**config.mk**
```make
export PLATFORM = sky130hd
export DESIGN_NAME = octal_reg_load_arbiter
export DESIGN_NICKNAME = d
export VERILOG_FILES = /design/src/rtl/octal_reg_load_arbiter.sv
export SDC_FILE = /design/constraint.sdc
export NUM_CORES = 1
export LEC_CHECK = 0
export CAP_MARGIN = 40
export CORE_UTILIZATION = 46
export DETAILED_ROUTE_END_ITERATION = 12
export GPL_ROUTABILITY_DRIVEN = 0
export PLACE_DENSITY = 0.84
export SYNTH_ARGS = -nofsm -noshare
export SYNTH_HDL_FRONTEND = slang
export SYNTH_SLANG_ARGS = --single-unit
```
**constraint.sdc**
```tcl
create_clock -name clk -period 3.9 [get_ports clk]
set_input_delay 0.78 -clock clk [delete_from_list [all_inputs] [get_ports clk]]
set_output_delay 0.78 -clock clk [all_outputs]
set_load 0.005 [all_outputs]
```
**src/rtl/octal_reg_load_arbiter.sv**
```systemverilog
// octal_reg_load_arbiter
// Round-robin arbiter that shares one data bus and the load strobes of a bank
// of edge-clocked octal registers among several requesters. Each grant runs
// a fixed four-cycle sequence: IDLE (arbitrate) -> SETUP (drive bus) ->
// LOAD (strobe) -> HOLD (bus held, ack). The bus is therefore stable for a
// full cycle on both sides of the load edge.
// Optional build macro OCTAL_ARB_CLEAR_CMD_EN adds per-request clear
// commands (req_clr) and active-low per-register clears (reg_clr_n).
module octal_reg_load_arbiter #(
    parameter int NREQ = 4,
    parameter int NREG = 8,
    parameter int DW   = 8,
    localparam int AW  = $clog2(NREG),
    localparam int GW  = $clog2(NREQ)
) (
    input  logic                 clk,
    input  logic                 nclr,
    input  logic [NREQ-1:0]      req,
    input  logic [NREQ*AW-1:0]   req_addr,
    input  logic [NREQ*DW-1:0]   req_data,
`ifdef OCTAL_ARB_CLEAR_CMD_EN
    input  logic [NREQ-1:0]      req_clr,
    output logic [NREG-1:0]      reg_clr_n,
`endif
    output logic [NREQ-1:0]      ack,
    output logic                 err,
    output logic [DW-1:0]        bus_data,
    output logic                 bus_oe,
    output logic [NREG-1:0]      reg_load,
    output logic                 busy,
    output logic [GW-1:0]        grant_id
);

    typedef enum logic [1:0] {
        S_IDLE  = 2'd0,
        S_SETUP = 2'd1,
        S_LOAD  = 2'd2,
        S_HOLD  = 2'd3
    } state_t;

    // One extra bit so NREG itself is representable for the range check.
    localparam logic [AW:0] NREG_W = (AW+1)'(NREG);

    state_t          r_state;
    logic [GW-1:0]   r_rr_ptr;
    logic [GW-1:0]   r_gnt;
    logic [AW-1:0]   r_addr;
    logic [DW-1:0]   r_data;
    logic            r_clr;
    logic [NREQ-1:0] r_ack;
    logic            r_err;
    logic [DW-1:0]   r_bus_data;
    logic            r_bus_oe;
    logic [NREG-1:0] r_reg_load;
    logic            r_busy;
`ifdef OCTAL_ARB_CLEAR_CMD_EN
    logic [NREG-1:0] r_reg_clr_n;
`endif

    logic [AW-1:0]   w_addr_arr [NREQ];
    logic [DW-1:0]   w_data_arr [NREQ];
    logic            w_found;
    logic [GW-1:0]   w_pick;
    logic [GW-1:0]   w_idx;
    logic            w_pick_clr;
    logic            w_addr_bad;
    logic [NREG-1:0] w_reg_onehot;
    logic [NREQ-1:0] w_ack_onehot;
    logic [GW-1:0]   w_next_ptr;

    // Per-requester views of the flattened address/data buses.
    for (genvar gi = 0; gi < NREQ; gi++) begin : g_slice
        assign w_addr_arr[gi] = req_addr[gi*AW +: AW];
        assign w_data_arr[gi] = req_data[gi*DW +: DW];
    end

`ifdef OCTAL_ARB_CLEAR_CMD_EN
    assign w_pick_clr = req_clr[w_pick];
`else
    assign w_pick_clr = 1'b0;
`endif

    assign w_addr_bad   = ({1'b0, r_addr} >= NREG_W);
    // Out-of-range shifts fall off the top; the strobe is also gated by w_addr_bad.
    assign w_reg_onehot = {{(NREG-1){1'b0}}, 1'b1} << r_addr;
    assign w_ack_onehot = {{(NREQ-1){1'b0}}, 1'b1} << r_gnt;
    assign w_next_ptr   = (r_gnt == GW'(NREQ-1)) ? '0 : r_gnt + 1'b1;

    // Round-robin scan: first requesting index at or after the pointer.
    always_comb begin
        w_found = 1'b0;
        w_pick  = '0;
        w_idx   = '0;
        for (int k = 0; k < NREQ; k++) begin
            w_idx = GW'((int'(r_rr_ptr) + k) % NREQ);
            if (!w_found && req[w_idx]) begin
                w_found = 1'b1;
                w_pick  = w_idx;
            end
        end
    end

    // Transaction sequencer; every output is set on the transition into the
    // state it belongs to, so all outputs come straight from flops.
    always_ff @(posedge clk or negedge nclr) begin
        if (!nclr) begin
            r_state     <= S_IDLE;
            r_rr_ptr    <= '0;
            r_gnt       <= '0;
            r_addr      <= '0;
            r_data      <= '0;
            r_clr       <= 1'b0;
            r_ack       <= '0;
            r_err       <= 1'b0;
            r_bus_data  <= '0;
            r_bus_oe    <= 1'b0;
            r_reg_load  <= '0;
            r_busy      <= 1'b0;
`ifdef OCTAL_ARB_CLEAR_CMD_EN
            r_reg_clr_n <= '1;
`endif
        end else begin
            case (r_state)
                S_IDLE: begin
                    if (w_found) begin
                        r_state    <= S_SETUP;
                        r_gnt      <= w_pick;
                        r_addr     <= w_addr_arr[w_pick];
                        r_data     <= w_data_arr[w_pick];
                        r_clr      <= w_pick_clr;
                        r_busy     <= 1'b1;
                        // A clear command never drives the bus.
                        r_bus_oe   <= !w_pick_clr;
                        r_bus_data <= w_pick_clr ? '0 : w_data_arr[w_pick];
                    end
                end
                S_SETUP: begin
                    r_state <= S_LOAD;
                    if (!w_addr_bad) begin
`ifdef OCTAL_ARB_CLEAR_CMD_EN
                        if (r_clr) r_reg_clr_n <= ~w_reg_onehot;
                        else       r_reg_load  <= w_reg_onehot;
`else
                        r_reg_load <= w_reg_onehot;
`endif
                    end
                end
                S_LOAD: begin
                    r_state    <= S_HOLD;
                    r_reg_load <= '0;
`ifdef OCTAL_ARB_CLEAR_CMD_EN
                    r_reg_clr_n <= '1;
`endif
                    r_ack      <= w_ack_onehot;
                    r_err      <= w_addr_bad;
                    r_rr_ptr   <= w_next_ptr;
                end
                S_HOLD: begin
                    r_state    <= S_IDLE;
                    r_ack      <= '0;
                    r_err      <= 1'b0;
                    r_bus_oe   <= 1'b0;
                    r_bus_data <= '0;
                    r_busy     <= 1'b0;
                    r_gnt      <= '0;
                    r_clr      <= 1'b0;
                end
                default: r_state <= S_IDLE;
            endcase
        end
    end

    assign ack      = r_ack;
    assign err      = r_err;
    assign bus_data = r_bus_data;
    assign bus_oe   = r_bus_oe;
    assign reg_load = r_reg_load;
    assign busy     = r_busy;
    assign grant_id = r_gnt;
`ifdef OCTAL_ARB_CLEAR_CMD_EN
    assign reg_clr_n = r_reg_clr_n;
`endif

endmodule

```
==> results of run 1 <==
==> sequential cells by signal, indices dropped and copies added (netlist names) <==
name and count:
reg_load 8, ack 4, bus_oe 1, r_addr 3, r_state 2, r_rr_ptr 2, bus_data 8, grant_id 2
==> placed cells by master (no fill, tap or decap), types with 4 or more instances in the layout <==
cell type        count
clkdlybuf4s50_1     73
nor2b_1              4
nor3_1               8
o21ai_0             12
nand2_1             21
inv_1               13
dfrtp_1             30
ha_1                 8
nor4b_1              9
nand3_1              6
buf_4                6
a211oi_1            16
mux2i_1              8
nor2_1              12
o41ai_1              8
clkbuf_8             5
==> worst max path at each step <==
stage | start | to | slack [ps] | depth (start not counted)
5_1_grt | req[0] | r_addr[2] | 730 | 7
3_5_place_dp | req[0] | r_addr[0] | 650 | 7
4_1_cts | req[0] | r_addr[0] | 950 | 7
2_1_floorplan | req[2] | r_addr[1] | 1870 | 7
3_3_place_gp | req[0] | r_addr[1] | 760 | 7
6_report | req[0] | r_addr[1] | 930 | 7
==> cells by family after synthesis <==
group | synth area share
simple gates | 0.203
compound gates | 0.201
buf+inv | 0.0823
flops | 0.408
mux | 0.0496
fa+ha+maj | 0.0544
other cells | 0.00204
==> final cells by class <==
class	count	area, um^2
Clock buffer	6	72.6
Clock inverter	2	37.5
Fill cell	323	1060
Inverter	13	48.8
Multi-Input combinational cell	139	938
Sequential cell	30	751
Tap cell	48	60.1
Timing Repair Buffer	79	776
==> worst register-to-register path, delay by kind of cell, from the launching register on <==
family	cells	cell delay, ps
AO/OA/AOI/OAI	2	670
buffers and inverters	1	200
flip-flops	1	480
multiplexers	1	230
AND/OR/NAND/NOR	2	790
==> metrics by stage <==
| stage | power [mW] | instance area, um^2 | setup slack, ps | instances |
|---|---|---|---|---|
| after floorplan | 1.11 | 1840 | 1870 | 200 |
| after global placement | 1.45 | 2570 | 758 | 309 |
| after detailed placement | 1.48 | 2570 | 651 | 309 |
| after CTS | 1.81 | 2680 | 954 | 317 |
| after global routing | 1.94 | 2680 | 727 | 317 |
| final | 1.80 | 2680 | 927 | 317 |
==> power by group through the flow <==
stage | clock, mW | sequential (mW) | combinational [mW]
global placement | 0 | 0.544 | 0.910
finish | 0.314 | 0.548 | 0.938
floorplan | 0 | 0.534 | 0.581
global route | 0.332 | 0.568 | 1.04
CTS | 0.318 | 0.548 | 0.940
detailed placement | 0 | 0.550 | 0.935
==> metal layers <==
metal / vias up / global-route usage / routed length [um]
li1: 867 / - / -
met1: 832 / 0.326 / 2150
met2: 84 / 0.406 / 2470
met3: 6 / 0.0573 / 361
met4: 0 / 0.0870 / 55
met5: - / 0 / 0
==> flow_summary.toml, run 1 <==
[run_status]
status = "finished, final reports clean"

[grt]
grt_pass1_vias = 1712
grt_overflow = 0
grt_max_degree = 31
antenna_found_initial = 0
grt_pass1_wl_mm = 8.03
grt.total_usage = 0.251

[logic_synthesis]
synth_ff_type = "dfrtp_1"
ys_async_sr_fraction = 1.00
syn_avg_cell_area_um2 = 9.20
synth_top_area_cell = "dfrtp_1"
synth_common_cells = "30 x dfrtp_1, 21 x nand2_1, 16 x a211oi_1"
synth_top_area_frac = 0.408
syn_nets = 258
ys_seq_elements = 30
synth_edf_count = 0
yosysSeqAreaShare = 0.408
synth.area.top_cells = "dfrtp_1 41%, a211oi_1 6.5%, ha_1 5.4%"
yosysMostFrequentCell = "dfrtp_1"
netlist_area_um2 = 1840
ys_types = 34
synth_cells = 200
yosysWarnings = 0

[setup_path]
worstPathCellList = "clkdlybuf4s50_1 -> mux2i_1 -> nor2_1 -> buf_4 -> or3_1 -> a2111oi_0 -> a311oi_1"
rr_endpoint = "r_addr[1]"
critPathArrivalTime_ps = 3120
rrSetupSlack_ps = 1390
crit_family = "simple AND/OR/NAND/NOR gates"
critPathKind = "in -> reg"
critPathMaxFanout = 23
rr_startpoint = "r_rr_ptr[1]"
cpPeakStageDelay_ps = 730
slowest_stage = "or3_1"
crit_path_end_kind = "flip-flop"
start_kind = "input port"
r2r_cells = 6
cp.required_ps = 4040
cp.buffers_inverters = 2

[route]
drc = 0
post_drt_wl_per_cell_um = 15.9
drtIter0Drc = 121
routed_via_density = 5.64
routed-via-count = 1789
first_pass_iters = 5
ant_nets = 0
drt-total-wl_mm = 5.03

[final_layout]
final_layout_size_suffix_gt1_frac = 0.0595
area_delta_synth_final_pct = 45.8
antenna_cells = 0
fin_util = 0.717
nNetsFinal = 326

[clocking]
postCtsHoldBufs = 0
path_clk_slew_ps = 70
numCtsBuffers = 5
clock_latency_ps = 290
cts_root_buf = "clkbuf_8"
cts_tree = "yes"
ctsHtreeMaxLevel = 2
cts_resized = 0
post-cts-setup-buffer-count = 0
cts_sinks = 30
clockBufferDepth = 2

[timing]
slew-limit-headroom = 0.461
worstMarginPinSlew_ps = 809
drv_slew = 0
fin_crit_sh = 0.762
clock_skew_ps = 8.41
setup_viol = 0
max_freq_mhz = 336
tns_ps = 0
hold_violations = 0
whs_ps = 489
rsz0062_at_grt = "no"
period_minus_slack_ps = 2970

[min_path]
whs_path_depth = 2
hold_class = "reg -> reg"
min_from = "bus_data[6]"
whs_endpoint = "bus_data[6]"

[pwr]
powerDensity_nw_per_um2 = 671
power.internal_mw = 1.09
power_switching_share = 0.392
combPwrFrac = 0.521
clkPwrFrac = 0.175
p_leak_nw = 1.09
netSwitchingPower_mw = 0.707
irDropWorstVdd_v = 0.000466
seqPwrFrac = 0.304

[floorplanning]
fp-row-count = 22
die-area_um2 = 4260
io-pin-count = 75
die_height_um = 65.3
die_w_um = 65.3
coreArea_um2 = 3740
start_util = 0.492

[place]
portBuffers = 73
dp_hpwl_mm = 3.69

[run]
maxCapViolations = 0
(Power assumes the default switching activity.)
==> run 2: changes to the inputs <==
--- a/config.mk
+++ b/config.mk
@@ -6,10 +6,10 @@
 export NUM_CORES = 1
 export LEC_CHECK = 0
 export CAP_MARGIN = 40
-export CORE_UTILIZATION = 46
+export CORE_UTILIZATION = 43
 export DETAILED_ROUTE_END_ITERATION = 12
 export GPL_ROUTABILITY_DRIVEN = 0
-export PLACE_DENSITY = 0.84
+export PLACE_DENSITY = 0.79
 export SYNTH_ARGS = -nofsm -noshare
 export SYNTH_HDL_FRONTEND = slang
 export SYNTH_SLANG_ARGS = --single-unit
==> constraint.sdc (replaced) <==
create_clock -name clk -period 3.1 [get_ports clk]
set_input_delay 0.62 -clock clk [delete_from_list [all_inputs] [get_ports clk]]
set_output_delay 0.62 -clock clk [all_outputs]
set_load 0.005 [all_outputs]
==> flow_summary.toml, run 2 (synthesis gave the netlist of run 1 again) <==
[final_layout]
fillers = 332
antenna_cells = 0
layout_commonest_cell = "clkdlybuf4s50_1"
area_delta_synth_final_pct = 46.7
mostFrequentLayoutCells = "73 x clkdlybuf4s50_1, 30 x dfrtp_1, 21 x nand2_1, 16 x a211oi_1, 13 x inv_1"
fin_area_um2 = 2700
nNetsFinal = 328
final_layout_size_suffix_gt1_frac = 0.0701

[grt]
grt_overflow = 0
grt.total_usage = 0.235
grt_pass1_wl_mm = 7.91
grt_max_degree = 31
grt_pass1_vias = 1731
antenna_found_initial = 0

[min_path]
whs_path_depth = 2
hold_class = "reg -> reg"

[floorplanning]
io-pin-count = 75
die_w_um = 67.4
die_height_um = 67.4
fp-row-count = 23
coreArea_um2 = 4060
start_util = 0.454
die-area_um2 = 4550

[route]
wl_met1_mm = 2.16
wl_met2_mm = 2.35
first_pass_iters = 4
wl_met3_um = 335
drt-total-wl_mm = 4.91
highest_layer = "met4"
routed-via-count = 1800
post_drt_wl_per_cell_um = 15.3
ant_nets = 0
routed_via_density = 5.61
drc = 0
drtIter0Drc = 101

[timing]
fin_crit_sh = 0.807
hold_violations = 0
whs_ps = 495
max_freq_mhz = 400
drv_slew = 0
clock_skew_ps = 10.6
rsz0062_at_grt = "no"
fin_ws_ps = 600
slew-limit-headroom = 0.601
period_minus_slack_ps = 2500
worstMarginPinSlew_ps = 598
setup_viol = 0
tns_ps = 0

[clocking]
path_clk_slew_ps = 70
cts_root_buf = "clkbuf_8"
numCtsBuffers = 5
postCtsHoldBufs = 0
cts_sinks = 30
cts_resized = 0
clock_latency_ps = 290
cts_tree = "yes"
post-cts-setup-buffer-count = 0
ctsHtreeMaxLevel = 2
clockBufferDepth = 2

[setup_path]
critPathKind = "in -> reg"
crit_cells = 7
r2r_cells = 6
crit_family = "buffers and inverters"
critPathMaxFanout = 13
cp.buffers_inverters = 2
cp.required_ps = 3240
worstPathCellList = "clkdlybuf4s50_1 -> mux2i_1 -> nor2_1 -> or3_1 -> buf_4 -> a211oi_1 -> o41ai_1"
critPathArrivalTime_ps = 2640
rrSetupSlack_ps = 910
cpPeakStageDelay_ps = 610
slowest_stage = "or3_1"
start_kind = "input port"
crit_path_end_kind = "flip-flop"

[pwr]
p_leak_nw = 1.11
powerDensity_nw_per_um2 = 843
irDropWorstVdd_v = 0.000496
power_mw = 2.28

[run_status]
status = "finished, final reports clean"

[place]
dp_hpwl_mm = 3.48
portBuffers = 73
place_area_um2 = 2590
pre_cts_ws_ps = 344

[run]
maxCapViolations = 0
[run 2: cell types whose count changed in the layout (fill, tap and decap cells not counted), sizes merged]
cell      change
clkbuf        -1
buf           +2
clkinvlp      -1
clkinv        +2
[run 2: layout make-up]
class                           instances  area, um^2  area share
Multi-Input combinational cell        139         938       0.348
Inverter                               13        48.8      0.0181
Timing Repair Buffer                   81         791       0.293
Sequential cell                        30         751       0.278
Tap cell                               50        62.6      0.0232
Clock buffer                            5        68.8      0.0255
Clock inverter                          3        40.0      0.0148
[run 2: final timing paths]
kind                                  start          end
min in group asynchronous              nclr  reg_load[6]
worst max-delay path                 req[0]  bus_data[0]
worst min register to register  bus_data[6]  bus_data[6]
worst min-delay path            bus_data[6]  bus_data[6]
worst max register to register  r_rr_ptr[1]  bus_data[0]
max in group asynchronous              nclr       ack[0]
[run 2: tightest hold or removal path, cell delays in order, from the launching register on]
cell and delay [ps]:
dfrtp_1 350, nand2_1 50, o41ai_1 60
[run 2: power by group]
part | internal, mW | total [mW] | switching (mW)
sequential | 0.562 | 0.685 | 0.123
clock | 0.236 | 0.394 | 0.157
combinational | 0.588 | 1.20 | 0.609
total | 1.39 | 2.28 | 0.890
[run 2: routing by layer]
metal	track usage	up-vias
met4	0.101	0
li1	-	868
met5	0	-
met1	0.284	845
met3	0.0541	6
met2	0.399	81
[run 2: metrics by stage]
stage,std cells,utilization
floorplan,200,-
global placement,313,0.639
detailed placement,313,0.639
CTS,321,0.665
global route,321,0.665
finish,321,0.665
